## src/rtl/mem_burst_master.sv

```systemverilog
// mem_burst_master: burst read/write engine sequencing a byte-wide synchronous memory port
module mem_burst_master #(
    parameter int ADDR_W = 12,
    parameter int DATA_W = 8,
    parameter int LEN_W  = 4,
    parameter int RD_LAT = 1
) (
    input  logic              clk,
    input  logic              rst_n,
    input  logic              cmd_valid,
    output logic              cmd_ready,
    input  logic              cmd_write,
    input  logic [ADDR_W-1:0] cmd_addr,
    input  logic [LEN_W-1:0]  cmd_len,
    input  logic              wr_valid,
    output logic              wr_ready,
    input  logic [DATA_W-1:0] wr_data,
    output logic              rd_valid,
    output logic [DATA_W-1:0] rd_data,
    output logic              rd_last,
    output logic              busy,
    output logic              mem_write_enable,
    output logic [ADDR_W-1:0] mem_address,
    output logic [DATA_W-1:0] mem_data_in,
    input  logic [DATA_W-1:0] mem_data_out
);
    typedef enum logic [1:0] {IDLE, WRITE, READ, DRAIN} state_t;
    state_t            state;
    logic [ADDR_W-1:0] start_addr, beat_addr;
    logic [LEN_W-1:0]  len, beat;
    logic [RD_LAT:0]   pipe_v, pipe_l;
    logic              issue, last_beat, drain_done;
    always_comb begin
        cmd_ready  = state == IDLE;
        wr_ready   = state == WRITE;
        busy       = state != IDLE;
        issue      = state == READ;
        last_beat  = beat == len;
        beat_addr  = start_addr + ADDR_W'(beat);
        drain_done = pipe_v[RD_LAT] & pipe_l[RD_LAT];
    end
    // the tag pipeline spans address issue plus RD_LAT so each tag meets its data at mem_data_out
    always_ff @(posedge clk) begin
        if (!rst_n) begin
            state            <= IDLE;
            start_addr       <= '0;
            len              <= '0;
            beat             <= '0;
            pipe_v           <= '0;
            pipe_l           <= '0;
            mem_write_enable <= 1'b0;
            mem_address      <= '0;
            mem_data_in      <= '0;
            rd_valid         <= 1'b0;
            rd_data          <= '0;
            rd_last          <= 1'b0;
        end else begin
            pipe_v           <= {pipe_v[RD_LAT-1:0], issue};
            pipe_l           <= {pipe_l[RD_LAT-1:0], issue & last_beat};
            rd_valid         <= pipe_v[RD_LAT];
            rd_last          <= drain_done;
            mem_write_enable <= 1'b0;
            if (pipe_v[RD_LAT]) rd_data <= mem_data_out;
            case (state)
                IDLE: if (cmd_valid) begin
                    start_addr <= cmd_addr;
                    len        <= cmd_len;
                    beat       <= '0;
                    state      <= cmd_write ? WRITE : READ;
                end
                WRITE: if (wr_valid) begin
                    mem_write_enable <= 1'b1;
                    mem_address      <= beat_addr;
                    mem_data_in      <= wr_data;
                    beat             <= beat + 1'b1;
                    if (last_beat) state <= IDLE;
                end
                READ: begin
                    mem_address <= beat_addr;
                    beat        <= beat + 1'b1;
                    if (last_beat) state <= DRAIN;
                end
                DRAIN: if (drain_done) state <= IDLE;
                default: state <= IDLE;
            endcase
        end
    end
endmodule

```

## config.mk

```make
export PLATFORM = sky130hd
export DESIGN_NAME = mem_burst_master
export DESIGN_NICKNAME = d
export VERILOG_FILES = /design/src/rtl/mem_burst_master.sv
export SDC_FILE = /design/constraint.sdc
export NUM_CORES = 1
export LEC_CHECK = 0
export CORE_MARGIN = 1
export CORE_UTILIZATION = 49
export CTS_BUF_LIST = sky130_fd_sc_hd__clkbuf_4 sky130_fd_sc_hd__clkbuf_8
export DETAILED_ROUTE_END_ITERATION = 7
export GPL_ROUTABILITY_DRIVEN = 0
export PLACE_DENSITY_LB_ADDON = 0.2
export SLEW_MARGIN = 10
export SYNTH_ARGS = -nofsm -noshare
export SYNTH_HDL_FRONTEND = slang
export SYNTH_SLANG_ARGS = --single-unit
```

## constraint.sdc

```tcl
create_clock -name clk -period 2.3 [get_ports clk]
set_clock_uncertainty 0.1 [all_clocks]
set_input_delay 0.345 -clock clk [delete_from_list [all_inputs] [get_ports clk]]
set_output_delay 0.345 -clock clk [all_outputs]
set_load 0.05 [all_outputs]
```

; Yosys cells after proc, flatten, opt, wreduce, memory -nomap -nowiden
; Index checks and enable logic that the tools add are counted.
[word_totals]
register_bits = 57
in_bits = 37
out_inout_bits = 34
[op_classes]
n_addsub = 2
eq_ne = 9
muxes = 13
bitwise_logic = 2
reduce_logical = 10
[ops]
columns = cell, count
row1 = 12-bit case mux with 2 select lines, 1
row2 = 12-bit by 4-bit adder with 12-bit output, 1
row3 = 12-bit 2-to-1 mux, 1
row4 = 2-bit 2-to-1 mux, 6
row5 = 4-bit case mux with 3 select lines, 1
row6 = 4-bit 2-to-1 mux, 2
row7 = 2-bit case mux with 4 select lines, 1
row8 = 2-bit AND reduction, 4
row9 = 2-bit inequality test (second input constant), 3
row10 = 5-bit AND reduction, 1
row11 = 4-bit by 1-bit adder with 4-bit output (second input constant), 1
row12 = 2-bit == test (second input constant), 2
row13 = 4-bit == test, 1
row14 = 2-bit by 1-bit inequality test with 1-bit output (second input constant), 2
row15 = 2-bit nonzero test, 2
row16 = 3-bit AND reduction, 1
row17 = 3-bit nonzero test, 1
row18 = 1-bit bitwise AND, 2
row19 = 2-bit by 1-bit == test with 1-bit output (second input constant), 1
row20 = 2-bit logical NOT, 1
row21 = 1-bit 2-to-1 mux, 1

; Longest topological paths before layout
[logic_depth]
ltp_word = 4
mapped_depth = 8
depth_no_buf = 7

; Worst setup path before layout
; OpenSTA, ideal clock, no wires.
[synth_path]
path_kind = register -> register
start = register state[0]
end = register state[1]
setup_time_ps = 122
arrival_ps = 1863
t_required_ps = 2078
path_slack_ps = 216
stages_incl_launch_ff = 7
synth_period_minus_slack_ps = 2084
cell_sequence = dfxtp_1 > inv_1 > ha_1 > nor2b_1 > a211o_1 > or2_1 > o311a_1
[synth_via]
elab_chain_cells = 3
elab_cells_between_ends = 11
[synth_lines]
columns = item, line_no
row1 = start: declaration, 28  ; state_t state;
row2 = start signal: assignment, 69  ; state <= cmd_write ? WRITE : READ;
row3 = 2-bit logical NOT *, n/a
row4 = named net cmd_ready, 11  ; output logic cmd_ready,
row5 = 2-bit inequality test (no line), n/a
row6 = 5-bit AND reduction (no line), n/a
; The timed path passes the listed nets; every way through them passes the cells marked *.
; A chain may end at the register's enable or synchronous reset.

; Worst setup path after layout
[layout_path]
start = register beat[0]
end = register mem_address[6]
[layout_via]
elab_chain_cells = 3
[layout_lines]
columns = item, line_no
row1 = start: declaration, 30  ; logic [LEN_W-1:0] len, beat;
row2 = start signal: assignment, 75  ; beat <= beat + 1'b1;
row3 = start signal: assignment, 80  ; beat <= beat + 1'b1;
row4 = 12-bit by 4-bit adder with 12-bit output *, 39  ; beat_addr = start_addr + ADDR_W'(beat);
row5 = 12-bit 2-to-1 mux, 71  ; WRITE: if (wr_valid) begin
row6 = 12-bit case mux with 2 select lines *, 64  ; case (state)
row7 = end signal: assignment, 73  ; mem_address <= beat_addr;
row8 = end signal: assignment, 79  ; mem_address <= beat_addr;
row9 = end: declaration, 23  ; output logic [ADDR_W-1:0] mem_address,
; Mark *: on every way between the ends. The rest lies on a longest branch, timed or not. The select of a mux whose other input is x is not followed.

==> metrics.cfg <==
[run_status]
status=completed

[timing]
slew_violations=0
finalHoldViolCount=0
maxSlewHeadroom_pct=65.2
fmax_mhz=490
period_needed_ns=2.04
worst_pin_slew_ns=0.520
setup-violations-final=0
rsz0062_at_grt=no
tns_ns=0
setup_ws_ns=0.261
fin_crit_sh_pct=88.7

[route]
remaining_drc_errors=0
vias_per_cell=5.08
dr.first_iter.drc_count=50
wl_per_cell_um=12.8
ant_nets=0
num_vias=2193
drt-pass1-iter-count=5
drt_wl_total_mm=5.54

[finish]
stdcell_count=432
drive_gt1_share_pct=8.22
area.growth.synth_to_final_pct=38.7
layout_common_cells=67 x clkdlybuf4s50_1, 59 x nand2_1, 57 x dfxtp_1
diodes=0
nets=408
mostFrequentLayoutCell=clkdlybuf4s50_1

[logic_synthesis]
synth_xor_area_share_pct=2.50
synth_fp_nets=335
muxShareOfSynthArea_pct=3.26
syn_area_per_cell_um2=8.55
netlist_instances=287
async_flop_share_pct=0
synth_top_family_by_area=simple AND/OR/NAND/NOR gates
ys_ff_latch=57
ys_seq_area_share_pct=46.5
synth_area_mm2=0.00245
yosysWarnings=0
synth_fa_ha_area_share_pct=5.92
ys_types=41
synth_top_flop_cell=dfxtp_1
synth_edf_count=0
synth-simple-area-share_pct=22.0
synth_compound_area_share_pct=16.3

[grt]
grt_max_degree=19
grt_pass1_vias=2145
gr-usage-all-layers_pct=23.8
antenna_found_initial=0
grt_overflow=0
grt_first_pass_wirelength_mm=9.60

[min_path]
hp-class=register to register

[setup_path]
worstPathRequired_ns=2.40
start_kind=register
worstSetupEndpointType=register
critical_path.max_fanout=6
crit_type=register to register
critical_path_arrival_ns=2.14

[cts]
clk_latency_ns=0.34
htreeDepth=3
cts-resized-gates=0
cts_setup_buffers=0
clk_transition_reported_paths_ns=0.06
cts_buffer_depth=2
cts_tree=done
hold_buffers=0
cts_buffers=9
cts_root_buf=clkbuf_8
cts_sinks=57

[power]
clkPwrFrac_pct=23.4
ir_worst_vdd_v=0.000519
internal_power_uw=2190
leakage_uw=0.00128
power_frac_seq_pct=36.1
p_sw_share_pct=40.0
net-switching-power_uw=1460
power_density_mw_per_mm2=1070
power_frac_comb_pct=40.6

[floorplanning]
start_util_pct=51.3
rows=25
io_pins=71
die_w_um=72.8
die_y_um=72.8
die_area_mm2=0.00529
core-area_mm2=0.00479

[flow_run]
max_cap_violations=0

[place]
dp.cells=416
io_buffers=70
dp.final_hpwl_mm=4.10
dp_slack_ns=0.191

[cell type report]
| class | instances | area (µm²) |
|---|---|---|
| Clock buffer | 13 | 166 |
| Clock inverter | 3 | 15.0 |
| Fill cell | 416 | 1380 |
| Inverter | 8 | 30.0 |
| Multi-Input combinational cell | 208 | 1230 |
| Sequential cell | 57 | 1140 |
| Tap cell | 67 | 83.8 |
| Timing Repair Buffer | 76 | 738 |
[per-stage QoR]
step	total power (µW)	hold WS [ns]	instance area (µm²)	util, %
after detailed placement	2820	0.328	3220	67.2
after CTS	3670	0.346	3400	71.0
after global placement	2770	0.314	3220	67.2
after global routing	3860	0.369	3400	71.1
final	3650	0.353	3400	71.1
after floorplan	2350	0.312	2450	-
[sequential cells by signal (all words and copies together) (netlist names)]
register	cells
mem_address	12
len	4
start_addr	12
beat	4
rd_last	1
mem_data_in	8
rd_valid	1
rd_data	8
pipe_l	2
mem_write_enable	1
pipe_v	2
state	2
[per-layer routing]
layer / track usage, % / wire, µm
met1: 29.2 / 2510
met2: 39.0 / 2620
met3: 5.94 / 312
met4: 11.3 / 106
met5: 0 / 0
[synthesized netlist by cell type, types with 5 or more instances]
cell,number,share of area [%]
nand2_1,59,9.0
dfxtp_1,57,47
a21oi_1,35,7.1
nor2_1,16,2.4
o21ai_0,11,2.2
clkbuf_1,10,1.5
ha_1,10,5.1
mux2i_1,8,3.3
inv_1,7,1.1
xnor2_1,7,2.5
a211oi_1,6,1.8
nand3_1,6,1.2
and2_1,5,1.3
nand2b_1,5,1.3
[path summary, 6_finish.rpt]
| check | from | endpoint | slack, ns | depth (start not counted) |
|---|---|---|---|---|
| setup / recovery | beat[0] | mem_address[6] | 0.26 | 7 |
| hold / removal | mem_data_in[7] | mem_data_in[7] | 0.35 | 2 |
| setup reg to reg | beat[0] | mem_address[6] | 0.26 | 7 |
| hold reg to reg | mem_data_in[7] | mem_data_in[7] | 0.35 | 2 |
[critical path, stage by stage (launching register included)]
cell and delay [ns]:
dfxtp_1 0.43, ha_1 0.23, inv_1 0.06, fa_1 0.37, nand2b_1 0.20, a211oi_1 0.28, xnor2_1 0.15, a21oi_1 0.07
[cell families after synthesis]
logic type               after synthesis
AND/OR/NAND/NOR                      115
AO/OA/AOI/OAI                         67
flip-flops                            57
buffers and inverters                 22
adder cells (fa/ha/maj)               11
multiplexers                           8
XOR/XNOR                               7
[power by group through the flow]
stage          clock network [µW]  registers [µW]  logic (µW)
2_1_floorplan                   0            1670         681
3_3_place_gp                    0            1320        1450
3_5_place_dp                    0            1340        1480
4_1_cts                       867            1320        1490
5_1_grt                       907            1340        1610
6_report                      852            1320        1480
Power figures use the tool's default switching activity.
==> RTL edit (config.mk and constraints unchanged) <==
Change the parameter `DATA_W` from 8 to 12.
--- a/src/rtl/mem_burst_master.sv
+++ b/src/rtl/mem_burst_master.sv
@@ -1,7 +1,7 @@
 // mem_burst_master: burst read/write engine sequencing a byte-wide synchronous memory port
 module mem_burst_master #(
     parameter int ADDR_W = 12,
-    parameter int DATA_W = 8,
+    parameter int DATA_W = 12,
     parameter int LEN_W  = 4,
     parameter int RD_LAT = 1
 ) (
Interface: changed (resized mem_data_in, mem_data_out, rd_data and wr_data); port bits go from 71 to 87. The function was not compared with the original's and may differ.
==> RTL edit against the original RTL <==
Design area grew 12%. Clock power shrank 4.6%. Sequential power grew 12%. Total power grew 7.1%. Die area grew 11%. Final cell count grew 11%. Wire length grew 14%. Area after synthesis grew 12%. Maximum frequency shrank 1.6%. Sequential cell count grew 8. First-iteration DRC count grew 120%. Worst setup slack lost 0.033 ns. Highest routed layer unchanged.
==> RTL edit: results (changes against the original RTL) <==
Outcome
  • Outcome: finished, final reports clean

Final layout
  • Post-layout nets: 462 (+13%)
  • Fill cell count: 438 (+5.3%)
  • Share of cells above drive strength 1: 0.0758 (-0.00640)
  • Antenna cells: 0 (unchanged)

Hold path
  • Endpoint, Worst Hold: pipe_v[1]
  • Hold path depth: 1 (-1)
  • HP Start: pipe_v[0]

Clock network
  • Worst-path clk slew: 0.06 ns (about the same)
  • H-tree levels: 3 (unchanged)
  • Root Driver: clkbuf_8

Drt
  • Post-Route WL: 6.31 mm (+14%)
  • Initial DRC count: 108 (+120%)
  • Vias: 2467 (+12%)
  • DRT Pass-1 Iters: 4 (-1)

Global routing
  • All-Layer GR Usage: 0.223 (-0.0144)
  • Number of global-route vias before repair: 2332 (+8.7%)
  • Global-route wire length before repair: 10.4 mm (+8.7%)
  • Largest net degree at the start of global routing: 25 (+6)
  • Initial antenna violation count: 0 (unchanged)

Critical path
  • RR Endpoint: mem_address[8]
  • Worst EP arrival: 2.19 ns (+0.05 ns)
  • CP max-delay cell: dfxtp_1
  • Reg2reg setup slack: 0.23 ns (-0.03 ns)

Synth
  • Syn Nets: 374 (+12%)
  • Area contributors post-synth: dfxtp_1 (48%), nand2_1 (9.3%), a21oi_1 (7.3%)
  • Synth top cells by count: nand2_1 (68), dfxtp_1 (65), a21oi_1 (40), nor2_1 (19), mux2i_1 (12)
  • Sequential cell area fraction in the yosys report: 0.475 (+0.0103)

Placed design
  • Post-DP Area: 3660 um^2 (+14%)
  • Detailed placer's ending HPWL: 4.60 mm (+12%)
  • Port bufs: 86 (+23%)

Power and ir drop
  • VDD IR max: 0.861 mV (+66%)
  • Leak Pwr: 1.41 nW (+10%)

STA
  • Worst slew margin: 0.611 (-0.0406)
  • Fin Hold WS: 0.337 ns (-0.0155 ns)
-- RTL edit: cell types whose count changed in the layout (fill, tap and decap cells not counted), sizes merged, moves of 3 or more --
cell,change
nand2,+9
clkdlybuf4s50,+16
nor2,+3
a21oi,+6
mux2i,+4
dfxtp,+8
-- RTL edit: cell families (layout without fill, tap and decap cells) --
kind of cell    count (synthesis)  count (layout)  share of synthesized area
fa+ha+maj                      11              11                     0.0530
flops                          65              65                      0.475
simple gates                  128             128                      0.216
buf+inv                        24             115                     0.0361
xor+xnor                        7               7                     0.0224
compound gates                 71              71                      0.153
mux                            12              12                     0.0439
-- RTL edit: worst max-delay path, delay by kind of cell, from the launching register on --
| kind | cells | cell delay (ns) |
|---|---|---|
| adders and majority gates | 2 | 0.59 |
| and+or+nand+nor | 3 | 0.50 |
| DFF | 1 | 0.42 |
| AOI/OAI and AO/OA | 1 | 0.27 |
| buffers and inverters | 1 | 0.07 |
-- RTL edit: per-stage QoR --
stage | worst slack (ns) | std cells | util
floorplan | 0.322 | 318 | -
global placement | 0.312 | 465 | 0.699
detailed placement | 0.231 | 465 | 0.699
CTS | 0.239 | 479 | 0.730
global route | 0.111 | 479 | 0.730
finish | 0.227 | 479 | 0.730
-- RTL edit: final cells by class --
class / count / area, um^2 / share of cell area
Timing Repair Buffer: 93 / 906 / 0.237
Sequential cell: 65 / 1300 / 0.341
Tap cell: 70 / 87.6 / 0.0229
Inverter: 8 / 30.0 / 0.00786
Clock inverter: 1 / 5.00 / 0.00131
Clock buffer: 13 / 154 / 0.0403
Multi-Input combinational cell: 229 / 1340 / 0.350
-- RTL edit: per-layer routing --
| layer | track usage | up-vias | wire length, um |
|---|---|---|---|
| li1 | - | 1261 | - |
| met1 | 0.271 | 1131 | 2840 |
| met2 | 0.367 | 64 | 3050 |
| met3 | 0.0464 | 11 | 294 |
| met4 | 0.123 | 0 | 120 |
| met5 | 0 | - | 0 |
-- RTL edit: report_power, final --
group / total (mW) / leakage (nW) / internal, mW / switching, mW
Combinational: 1.61 / 0.796 / 0.580 / 1.03
Sequential: 1.48 / 0.529 / 1.33 / 0.146
Clock: 0.813 / 0.0870 / 0.426 / 0.387
Total: 3.90 / 1.41 / 2.34 / 1.57
-- RTL edit: how the worst max path moves through the flow --
stage                      endpoint
floorplan            mem_address[3]
global placement     mem_address[8]
detailed placement   mem_address[8]
CTS                  mem_address[8]
global route        mem_address[10]
finish               mem_address[8]
